==> config.mk <==
export PLATFORM = sky130hd
export DESIGN_NAME = lru_victim_sequencer
export DESIGN_NICKNAME = d
export VERILOG_FILES = /design/src/rtl/lru_victim_sequencer.sv
export SDC_FILE = /design/constraint.sdc
export NUM_CORES = 1
export LEC_CHECK = 0
export ABC_AREA = 1
export CORE_UTILIZATION = 58
export DETAILED_ROUTE_END_ITERATION = 7
export PLACE_DENSITY = 0.8
export SLEW_MARGIN = 10
export SYNTH_ARGS = -nofsm -noshare
export SYNTH_HDL_FRONTEND = slang
export SYNTH_SLANG_ARGS = --single-unit
==> constraint.sdc <==
create_clock -name clk -period 3.3 [get_ports clk]
set_clock_uncertainty 0.2 [all_clocks]
set_input_delay 0.33 -clock clk [delete_from_list [all_inputs] [get_ports clk]]
set_output_delay 0.33 -clock clk [all_outputs]
set_load 0.02 [all_outputs]
==> src/rtl/lru_victim_sequencer.sv <==
// Per-set LRU age tracker with a sequential victim scan.
// One way is examined per cycle through a single shared age comparator.
module lru_victim_sequencer #(
  parameter int unsigned WAYS     = 4,
  parameter int unsigned WAY_BITS = 2,
  parameter int unsigned SETS     = 8,
  parameter int unsigned SET_BITS = 3,
  parameter int unsigned AGE_BITS = 3
) (
  input  logic                clk,
  input  logic                reset,
  input  logic                acc_valid,
  input  logic [SET_BITS-1:0] acc_set,
  input  logic [WAY_BITS-1:0] acc_way,
  input  logic                vic_req,
  input  logic [SET_BITS-1:0] vic_set,
  output logic                vic_busy,
  output logic                vic_valid,
  output logic [WAY_BITS-1:0] vic_way
);

  localparam logic [1:0] IDLE = 2'd0;
  localparam logic [1:0] SCAN = 2'd1;
  localparam logic [1:0] DONE = 2'd2;

  localparam logic [AGE_BITS-1:0] AGE_MAX  = '1;
  localparam logic [WAY_BITS-1:0] LAST_IDX = WAY_BITS'(WAYS - 1);

  logic [AGE_BITS-1:0] age_q [SETS][WAYS];
  logic [AGE_BITS-1:0] age_d [SETS][WAYS];

  logic [1:0]          state_q, state_d;
  logic [SET_BITS-1:0] sset_q, sset_d;
  logic [WAY_BITS-1:0] idx_q, idx_d;
  logic [AGE_BITS-1:0] best_age_q, best_age_d;
  logic [WAY_BITS-1:0] best_way_q, best_way_d;
  logic [WAY_BITS-1:0] vic_way_q, vic_way_d;

  logic                acc_ok;
  logic [AGE_BITS-1:0] acc_age;
  logic [AGE_BITS-1:0] cur_age;
  logic                age_gt;
  logic                scan_hit;

  assign acc_ok  = acc_valid && (32'(acc_way) < WAYS);
  assign acc_age = age_q[acc_set][acc_way];

  // Ways younger than the accessed one age by one; the accessed way becomes youngest.
  always_comb begin
    age_d = age_q;
    if (acc_ok) begin
      for (int w = 0; w < WAYS; w++) begin
        if (WAY_BITS'(w) == acc_way) begin
          age_d[acc_set][w] = '0;
        end else if ((age_q[acc_set][w] < acc_age) && (age_q[acc_set][w] != AGE_MAX)) begin
          age_d[acc_set][w] = age_q[acc_set][w] + 1'b1;
        end
      end
    end
  end

  // The only age comparator used by the scan.
  assign cur_age  = age_q[sset_q][idx_q];
  assign age_gt   = cur_age > best_age_q;
  assign scan_hit = acc_ok && (acc_set == sset_q);

  always_comb begin
    state_d    = state_q;
    sset_d     = sset_q;
    idx_d      = idx_q;
    best_age_d = best_age_q;
    best_way_d = best_way_q;
    vic_way_d  = vic_way_q;
    case (state_q)
      IDLE: begin
        if (vic_req) begin
          sset_d  = vic_set;
          idx_d   = '0;
          state_d = SCAN;
        end
      end
      SCAN: begin
        if (scan_hit) begin
          // Ages of the scanned set moved under us: start over.
          idx_d = '0;
        end else begin
          if ((idx_q == '0) || age_gt) begin
            best_age_d = cur_age;
            best_way_d = idx_q;
          end
          if (idx_q == LAST_IDX) begin
            vic_way_d = best_way_d;
            state_d   = DONE;
          end else begin
            idx_d = idx_q + 1'b1;
          end
        end
      end
      DONE: begin
        state_d = IDLE;
      end
      default: begin
        state_d = IDLE;
      end
    endcase
  end

  always_ff @(posedge clk or posedge reset) begin
    if (reset) begin
      for (int s = 0; s < SETS; s++) begin
        for (int w = 0; w < WAYS; w++) begin
          age_q[s][w] <= AGE_BITS'(w);
        end
      end
    end else begin
      age_q <= age_d;
    end
  end

  always_ff @(posedge clk or posedge reset) begin
    if (reset) begin
      state_q    <= IDLE;
      sset_q     <= '0;
      idx_q      <= '0;
      best_age_q <= '0;
      best_way_q <= '0;
      vic_way_q  <= '0;
    end else begin
      state_q    <= state_d;
      sset_q     <= sset_d;
      idx_q      <= idx_d;
      best_age_q <= best_age_d;
      best_way_q <= best_way_d;
      vic_way_q  <= vic_way_d;
    end
  end

  assign vic_busy  = (state_q == SCAN) || (state_q == DONE);
  assign vic_valid = (state_q == DONE);
  assign vic_way   = vic_way_q;

endmodule

Word level (Yosys, flattened, before mapping):

Index checks and enable logic that the tools add are counted.
W data, S select, Z words.

* register bits after elaboration: 110
* output and inout bits: 4
* word-level logic and storage cells: 143

* $add $sub $neg: 5
* $lt $le $gt $ge: 10
* eq/ne operators: 15
* multiplexer cells: 44
* bitwise gates (word level): 13
* reduce and logical (&&, ||, !) cells: 18

Operators with widths (number)
* $mux W96: 11
* $and A96 B96 Y96: 4
* $bwmux W96: 4
* $not A96 Y96: 4
* $demux W12 S3: 4
* $bmux W12 S3: 2
* $mux W12: 5
* $mux W3: 5
* $ne A3 B3 Y1 const B: 5
* $mux W2: 7
* $add A3 B1 Y3 const B: 4
* $bmux W3 S2: 2
* $lt A3 B3 Y1: 4
* $reduce_and A3 Y1: 4
* $mux W9: 1
* $ge A4 B4 Y1 const B: 2
* $not A3 Y4: 2
* $pmux W2 S2: 2
* $ge A3 B3 Y1 const B: 2
* $logic_and A1 B1 Y1: 6
* $logic_not A2 Y1: 3
* $mux W6: 1
* $ne A2 B2 Y1 const B: 3
* $not A2 Y3: 2
* 12 further kinds: 16

Depth between registers and ports, before layout:

* depth after elaboration: 23
* mapped depth: 22

Worst setup path after synthesis:

OpenSTA, ideal clock, no wires.

* path kind: in2reg
* start point: in acc_set[0]
* end point: reg age_q[21] (netlist name)
* library setup time: 0.065 ns
* arrival time: 2.852 ns
* path slack: 0.183 ns
* cell stages on the path: 19
* buffers on the path: 3
* path through: buf_6 > buf_4 > nand2_1 > inv_1 > nand2_1 > o21ai_0 > a221oi_1 > o2111ai_1 > nand2_1 > nand2_1 > nor2_1 > ha_1 > a211o_1 > clkinv_1 > clkbuf_1 > nand3_1 > nand2_1 > nand3_1 > nand2_1

* longest elaborated chain between the ends: 23

Ends and longest elaborated chain
* from (decl): line 13 `input logic [SET_BITS-1:0] acc_set,`
* $not A3 Y4 (not written as such) *
* $bmux W12 S3: line 46, 55, 56
* $mux W12 (not written as such) (2 in a row): line 55, 56
* $bmux W3 S2: line 46 `assign acc_age = age_q[acc_set][acc_way];`
* $mux W3 (not written as such) (2 in a row): line 46
* $lt A3 B3 Y1: line 55 `end else if ((age_q[acc_set][w] < acc_age) && (age_q[acc_set][w] != AGE_MAX)) begin`
* $logic_and A1 B1 Y1: line 55
* $mux W96: line 55
* (+5 left out)
* $mux W96: line 51 `if (acc_ok) begin`
* $bwmux W96: line 56 `age_d[acc_set][w] = age_q[acc_set][w] + 1'b1;`
* $mux W96: line 55
* $mux W96: line 53 `if (WAY_BITS'(w) == acc_way) begin`
* $mux W96: line 51
* $bwmux W96: line 56
* $mux W96: line 55
* $mux W96 *: line 53
* to (signal, indexed assignment): line 112 `age_q[s][w] <= AGE_BITS'(w);`
* to (signal assigned): line 116 `age_q <= age_d;`
* to (decl): line 29 `logic [AGE_BITS-1:0] age_q [SETS][WAYS];`

Mark *: on every way between the ends. The rest lies on a longest branch, timed or not. The select of a mux whose other input is x is not followed.
A chain may end at the register's enable or synchronous reset.

Worst setup path after layout:

* start point: reg sset_q[0]
* end point: reg vic_way_q[0], in the netlist vic_way[0]

* longest elaborated chain between the ends: 10

Ends and longest elaborated chain
* from (decl): line 33 `logic [SET_BITS-1:0] sset_q, sset_d;`
* from (signal assigned): line 130 `sset_q <= sset_d;`
* $not A3 Y4 (not written as such): line 63 `assign cur_age = age_q[sset_q][idx_q];`
* $bmux W12 S3: line 63
* $mux W12 (not written as such) (2 in a row): line 63
* $bmux W3 S2: line 63
* $mux W3 (not written as such) (2 in a row): line 63
* named net cur_age[2]: line 41 `logic [AGE_BITS-1:0] cur_age;`
* $gt A3 B3 Y1: line 64 `assign age_gt = cur_age > best_age_q;`
* $logic_or A1 B1 Y1: line 87 `if ((idx_q == '0) || age_gt) begin`
* $mux W2: line 87
* to (signal assigned): line 134 `vic_way_q <= vic_way_d;`
* to (decl): line 37 `logic [WAY_BITS-1:0] vic_way_q, vic_way_d;`

The timed path passes the listed nets, and every way through them passes these cells. The select of a mux whose other input is x is not followed.

==> metrics.txt <==
Chip Width=129 um; Top-Level Pins=16; CTS root buf=clkbuf_16; Post-Syn Area=0.00936 sq mm; clock latency at the later pin of the worst-skew pair=0.36 ns; library cells used by synthesis=40; Switching Share=41.7%; Post-synth EDFFs=0; top cell type's share of synthesized area=20.8%; chip height=129 um; cell accounting for the most synthesized area=dfrtp_1; top cells by count, synth=nand2_1, nand3_1, nor2_1, dfrtp_1, o21ai_0; die area=0.0167 sq mm; # DRC=1; initial DRC count=1,290; Critical Path End Type=flip-flop; Synth async-reset ratio=100%; Max-slew headroom=60.5%; syn nets=1,480; Final period util=92.6%; reg2reg setup slack=0.24 ns; failing checks=design-rule violations; post-route minimum period=3.06 ns; initial core utilization=59.2%; layout cells sized above 1=18.5%; H-tree depth=3; CTS tree=done; WS Path Type=flip-flop to flip-flop; max_cap viols=0; Reg power frac=33.1%; worst-path maximum fanout=63; RSZ-0062 raised after global routing=false; status=finished with violations; top-count cell post-synth=nand2_1; Hold/Removal Path Class=primary input to async pin; Slew Viols, Final=0; largest net degree at the start of global routing=111; Comb pwr share=44.1%; Clock power frac=22.9%; Yosys warning total=0; CP Launch Type=flip-flop; Pwr Total=0.00460 W; mean routed wirelength per cell=17.0 um; final hold vios=0; global route overflow=0; Leakage=5.51 nW; final worst slack=0.243 ns; fmax=0.327 GHz; CP Data Required Time=3.38 ns; first-pass GRT wire length=46,800 um; Clock Sinks=110; drt total wl=29,400 um; Post-synth top flop=dfrtp_1; Final ANT Viol Nets=0; post-DP HPWL=20,400 um; # diodes=0; reg-to-reg endpoint=vic_way[0]$_DFFE_PP0P_; syn_area_per_cell=6.49 sq um; pre-CTS setup slack=-0.656 ns; DR vias/cell=5.99; Int Pwr=0.00268 W; Longest Clk Path Bufs=2; worst-margin pin slew=0.593 ns; first drt pass iteration count=8; vias in the first global route=9,110; Sw Pwr=0.00192 W; synth top area cells=dfrtp_1, nand2_1, nand3_1; register area share after synthesis=29.8%; gr usage total=36.0%; RR Startpoint=sset_q[0]$_DFFE_PP0P_; Rows=46; reg2reg path depth=15; Setup TNS=0 ns; Final Core Density=69.1%; area grow syn2layout=16.8%; Power Dens Cells=421 mW/mm^2; Fill cells=1,330; Critical Path AT=3.13 ns; hold-fix buffers at CTS=0; Final Setup Violations=0; Synth Instances=1,442; input/output buffers=15; GP Congestion=1.01; #FFs+latches synth=110; Final nets=1,544; initial antenna violation count=0; Num CTS Buffers=9; core footprint=0.0158 sq mm; DR vias=10,300; VDD IR-drop max=418 uV; CTS clk-pin slew, worst paths=0.07 ns
[cells by family (layout without fill, tap and decap cells)]
family	count (synthesis)	count (layout)	share of synthesized area, %
AO/OA/AOI/OAI	184	184	11.7
adder cells (fa/ha/maj)	26	26	3.47
buffers and inverters	170	238	8.35
flip-flops	110	110	29.8
AND/OR/NAND/NOR	952	953	46.7
[worst max-delay path: stages (launching register included)]
cell,delay (ns)
dfrtp_1,0.40
inv_2,0.07
buf_12,0.24
nor2_1,0.08
o221ai_1,0.25
nand3_1,0.16
nand2_1,0.10
nor2_1,0.04
a21oi_1,0.21
ha_1,0.30
a21oi_1,0.15
o21ai_0,0.11
a21o_1,0.21
a21oi_1,0.14
o21ai_0,0.12
o21ai_0,0.18
[worst max path at each step]
stage,slack [ns],startpoint,endpoint,depth (start not counted)
after floorplan,0.18,acc_set[0],age_q[21]$_DFFE_PP0P_,19
after global placement,-0.59,acc_set[0],age_q[38]$_DFFE_PP0P_,19
after detailed placement,-0.66,acc_set[0],age_q[67]$_DFFE_PP0P_,20
after CTS,0.007,acc_set[0],age_q[2]$_DFFE_PP0P_,21
after global routing,0.02,sset_q[0]$_DFFE_PP0P_,vic_way[0]$_DFFE_PP0P_,15
final,0.24,sset_q[0]$_DFFE_PP0P_,vic_way[0]$_DFFE_PP0P_,15
[placed cells by master, fill, tap and decap left out, types with 3 or more instances in the layout]
master / Yosys / final
a211o_1: 4 / 4
a21oi_1: 57 / 55
a221oi_2: 0 / 4
a22oi_1: 9 / 7
a31oi_1: 3 / 3
buf_12: 2 / 14
buf_4: 18 / 108
buf_6: 4 / 9
clkbuf_16: 0 / 10
clkdlybuf4s50_1: 0 / 12
clkinv_1: 6 / 3
clkinv_2: 0 / 3
clkinvlp_4: 0 / 4
dfrtp_1: 78 / 78
dfstp_2: 32 / 32
ha_1: 26 / 26
inv_1: 60 / 55
inv_2: 6 / 9
inv_4: 2 / 3
nand2_1: 443 / 435
nand2_2: 16 / 22
nand2_4: 18 / 20
nand2_8: 2 / 3
nand3_1: 308 / 308
nand3_4: 8 / 8
nand4_1: 7 / 7
nor2_1: 117 / 115
nor2_2: 4 / 6
nor2_4: 3 / 3
nor3_1: 24 / 24
o211ai_1: 8 / 8
o21ai_0: 69 / 68
o21ai_1: 2 / 3
o21ai_2: 8 / 6
o221ai_1: 8 / 8
o22ai_1: 3 / 3
[final cells by class]
| cell class | count | area [sq um] | area share, % |
|---|---|---|---|
| clock buffer | 11 | 243 | 2.22 |
| clock inverter | 5 | 33.8 | 0.309 |
| inverter | 74 | 299 | 2.74 |
| multi-input combinational | 1163 | 5910 | 54.0 |
| sequential | 110 | 2790 | 25.5 |
| tap | 216 | 270 | 2.47 |
| timing repair buffer | 148 | 1390 | 12.7 |
[power by group through the flow]
stage	clock, W	combinational (W)	sequential, W
6_report	0.00105	0.00203	0.00152
5_1_grt	0.00112	0.00222	0.00153
4_1_cts	0.00106	0.00193	0.00152
3_5_place_dp	0	0.00191	0.00154
3_3_place_gp	0	0.00186	0.00154
2_1_floorplan	0	0.00135	0.00151
[flip-flops by register name (all words and copies together), names as in the netlist]
name and count:
age_q 96, best_way_q 2, idx_q 2, best_age_q 3
vic_way 2, state_q 2, sset_q 3
[metrics by stage]
step                      cell area (sq um)  hold WS (ns)  instances
after global routing                  10900         0.302       1727
after global placement                10300         0.266       1695
after CTS                             10700         0.288       1716
final                                 10900         0.273       1727
after detailed placement              10300         0.269       1695
after floorplan                        9370         0.244       1442
[layer usage]
metal / routed length, um / share of wire, % / vias to the layer above / track usage [%]
met4: 1090 / 3.7 / 0 / 15.2
li1: - / - / 4949 / -
met2: 13100 / 45 / 571 / 56.5
met3: 2990 / 10 / 94 / 6.77
met5: 0 / 0 / - / 0
met1: 12200 / 41 / 4732 / 48.9
[what timing repair did]
item | 4_1_cts | 5_1_grt
cloned | 2 | 1
setup buffers | 3 | 10
gates resized for setup | 19 | 36
pin swaps | 7 | 20
endpoints found under the setup margin | 96 | 97
No activity file was read; power rests on OpenSTA's default activity.
==> RTL edit, RTL diff (same flow settings) <==
`SETS`: 8 -> 16.
--- a/src/rtl/lru_victim_sequencer.sv
+++ b/src/rtl/lru_victim_sequencer.sv
@@ -3,7 +3,7 @@
 module lru_victim_sequencer #(
   parameter int unsigned WAYS     = 4,
   parameter int unsigned WAY_BITS = 2,
-  parameter int unsigned SETS     = 8,
+  parameter int unsigned SETS     = 16,
   parameter int unsigned SET_BITS = 3,
   parameter int unsigned AGE_BITS = 3
 ) (
Function: not settled (the Yosys comparison gave no result); the edit may change what the design does.
==> RTL edit against the unedited design <==
- global-route usage fell by 0.066 points
- setup slack got worse by 0.045 ns
- synthesized area fell by 5.2%
- wire length fell by 5.1%
- design area fell by 7.3%
- cell count fell by 3.2%
- critical endpoint is now age_q[189]
- count of clock-buffer cells in the layout rose by 2
- total power fell by 1.0%
- non-clock buffer count fell by 22
- sequential cell count did not move
==> RTL edit: results (changes against the unedited design) <==
| Metric | Value |
|---|---|
| Total track usage | `35.97% (-0.066 points)` |
| Syn_area_per_cell | `6.187 um^2 (-4.7%)` |
| Arr. time, crit path | `3.20 ns (+0.07 ns)` |
| Unique masters post-synth | `32 (-20%)` |
| Clk_lat worst skew | `0.37 ns` |
| CP max stage cell | `dlygate4sd2_1` |
| Placer congestion estimate | `0.9896 (-1.6%)` |
| Maximum vdd drop | `0.2987 mV (-29%)` |
| Port buffer count | `15 (unchanged)` |
| Worst Path Max Fanout | `17 (-73%)` |
| Max_slew headroom | `60.22% (-0.27 points)` |
| 1st-iter DRT viols | `1243 (-3.6%)` |
| Met2 usage | `57.19% (+0.72 points)` |
| Vias | `10050 (-2.9%)` |
| Crit-path max cell delay | `0.38 ns (-0.02 ns)` |
| Placed insts | `1654 (-2.4%)` |
| Pint | `2.697 mW (+0.47%)` |
| DRT Pass-1 Iters | `6 (-2)` |
| Routing usage on met1 | `47.70% (-1.2 points)` |
| Post-place setup slack | `-0.3981 ns (+0.2574 ns)` |
| Met3 Resource Use GR | `6.372% (-0.40 points)` |
| Antenna violations before repair | `0 (unchanged)` |
| Seq/Total Area, Yosys | `31.45% (+1.6 points)` |
| Min-delay worst type | `primary input to asynchronous set/reset pin` |
| Post-synth top cells | `nand2_1 (465), nand3_1 (320), nor2_1 (150)` |
| Final nets | `1520 (-1.6%)` |
| Status | `complete, no violations` |
| DP HPWL | `19220 um (-5.7%)` |
| DRT Wirelength | `27930 um (-5.1%)` |
| Routed len/inst | `16.71 um (-2.0%)` |
| Synth Warn # | `0 (unchanged)` |
| Number of global-route vias before repair | `8806 (-3.3%)` |
| First-pass GRT wire length | `44950 um (-3.9%)` |
| Leak Pwr | `5.234 nW (-5.1%)` |
| Clock H-tree levels | `3 (unchanged)` |
| CTS max path bufs | `2 (unchanged)` |
| Layout cell share with drive strength beyond 1 | `12.16% (-6.3 points)` |
| Synth area leaders | `dfrtp_1 (22%), nand2_1 (20%), nand3_1 (18%)` |
RTL edit: per-stage QoR:
step	util [%]	cell area, um^2	hold slack, ns
final	68.67	10130	0.2843
after CTS	68.46	10100	0.2846
after global placement	66.54	9817	0.2588
after global routing	68.67	10130	0.2987
after detailed placement	66.54	9817	0.2657
after floorplan	-	8882	0.2444
RTL edit: power by group through the flow:
stage / Sequential [mW] / Clock, mW / Combinational, mW
after floorplan: 1.51 / 0 / 1.26
after global placement: 1.53 / 0 / 1.85
after detailed placement: 1.53 / 0 / 1.89
after CTS: 1.50 / 1.11 / 1.91
after global routing: 1.51 / 1.16 / 2.13
final: 1.51 / 1.10 / 1.95
RTL edit: worst max-delay path, delay by kind of cell:
kind	cells	cell delay, ns
AND/OR/NAND/NOR	11	1.10
adder cells (fa/ha/maj)	1	0.24
AO/OA/AOI/OAI	3	0.59
buffers and inverters	6	0.93
RTL edit: repair_timing:
action,CTS,global route
hold buffers,0,0
pin swaps,0,3
buffers inserted,0,2
endpoints found under the setup margin,52,96
gates cloned,0,0
hold endpoints to repair,0,0
resized for setup,2,6
RTL edit: kinds of logic (layout without fill, tap and decap cells):
kind of cell,count (synthesis),after routing,share of synthesized area (%)
compound gates,169,169,11.03
buf+inv,170,223,8.004
flops,110,110,31.45
fa+ha+maj,25,25,3.523
simple gates,961,961,45.98
RTL edit: layout make-up:
type                            instances  area (um^2)
Timing Repair Buffer                  126         1129
Clock inverter                          3        46.29
Clock buffer                           13        240.2
Fill cell                            1294         4623
Inverter                               81        307.8
Sequential cell                       110         2793
Tap cell                              184        230.2
Multi-Input combinational cell       1155         5385
RTL edit: path summary, 6_finish.rpt:
path | depth (start not counted) | to | slack [ns] | from
setup / recovery | 21 | age_q[189] | 0.20 | acc_set[1]
hold / removal | 3 | age_q[103] | 0.28 | reset
setup reg to reg | 14 | vic_way[1] | 0.24 | sset_q[0]
hold reg to reg | 2 | age_q[174] | 0.28 | age_q[174]
max in group asynchronous | 3 | age_q[171] | 2.17 | reset
min in group clk | 2 | age_q[174] | 0.28 | age_q[174]
RTL edit: per-layer routing:
metal	share of wire (%)	up-vias	wire, um
met3	10	94	2840
met1	41	4510	11500
li1	-	4851	-
met4	4.2	0	1186
met5	0	-	0
met2	44	596	12410
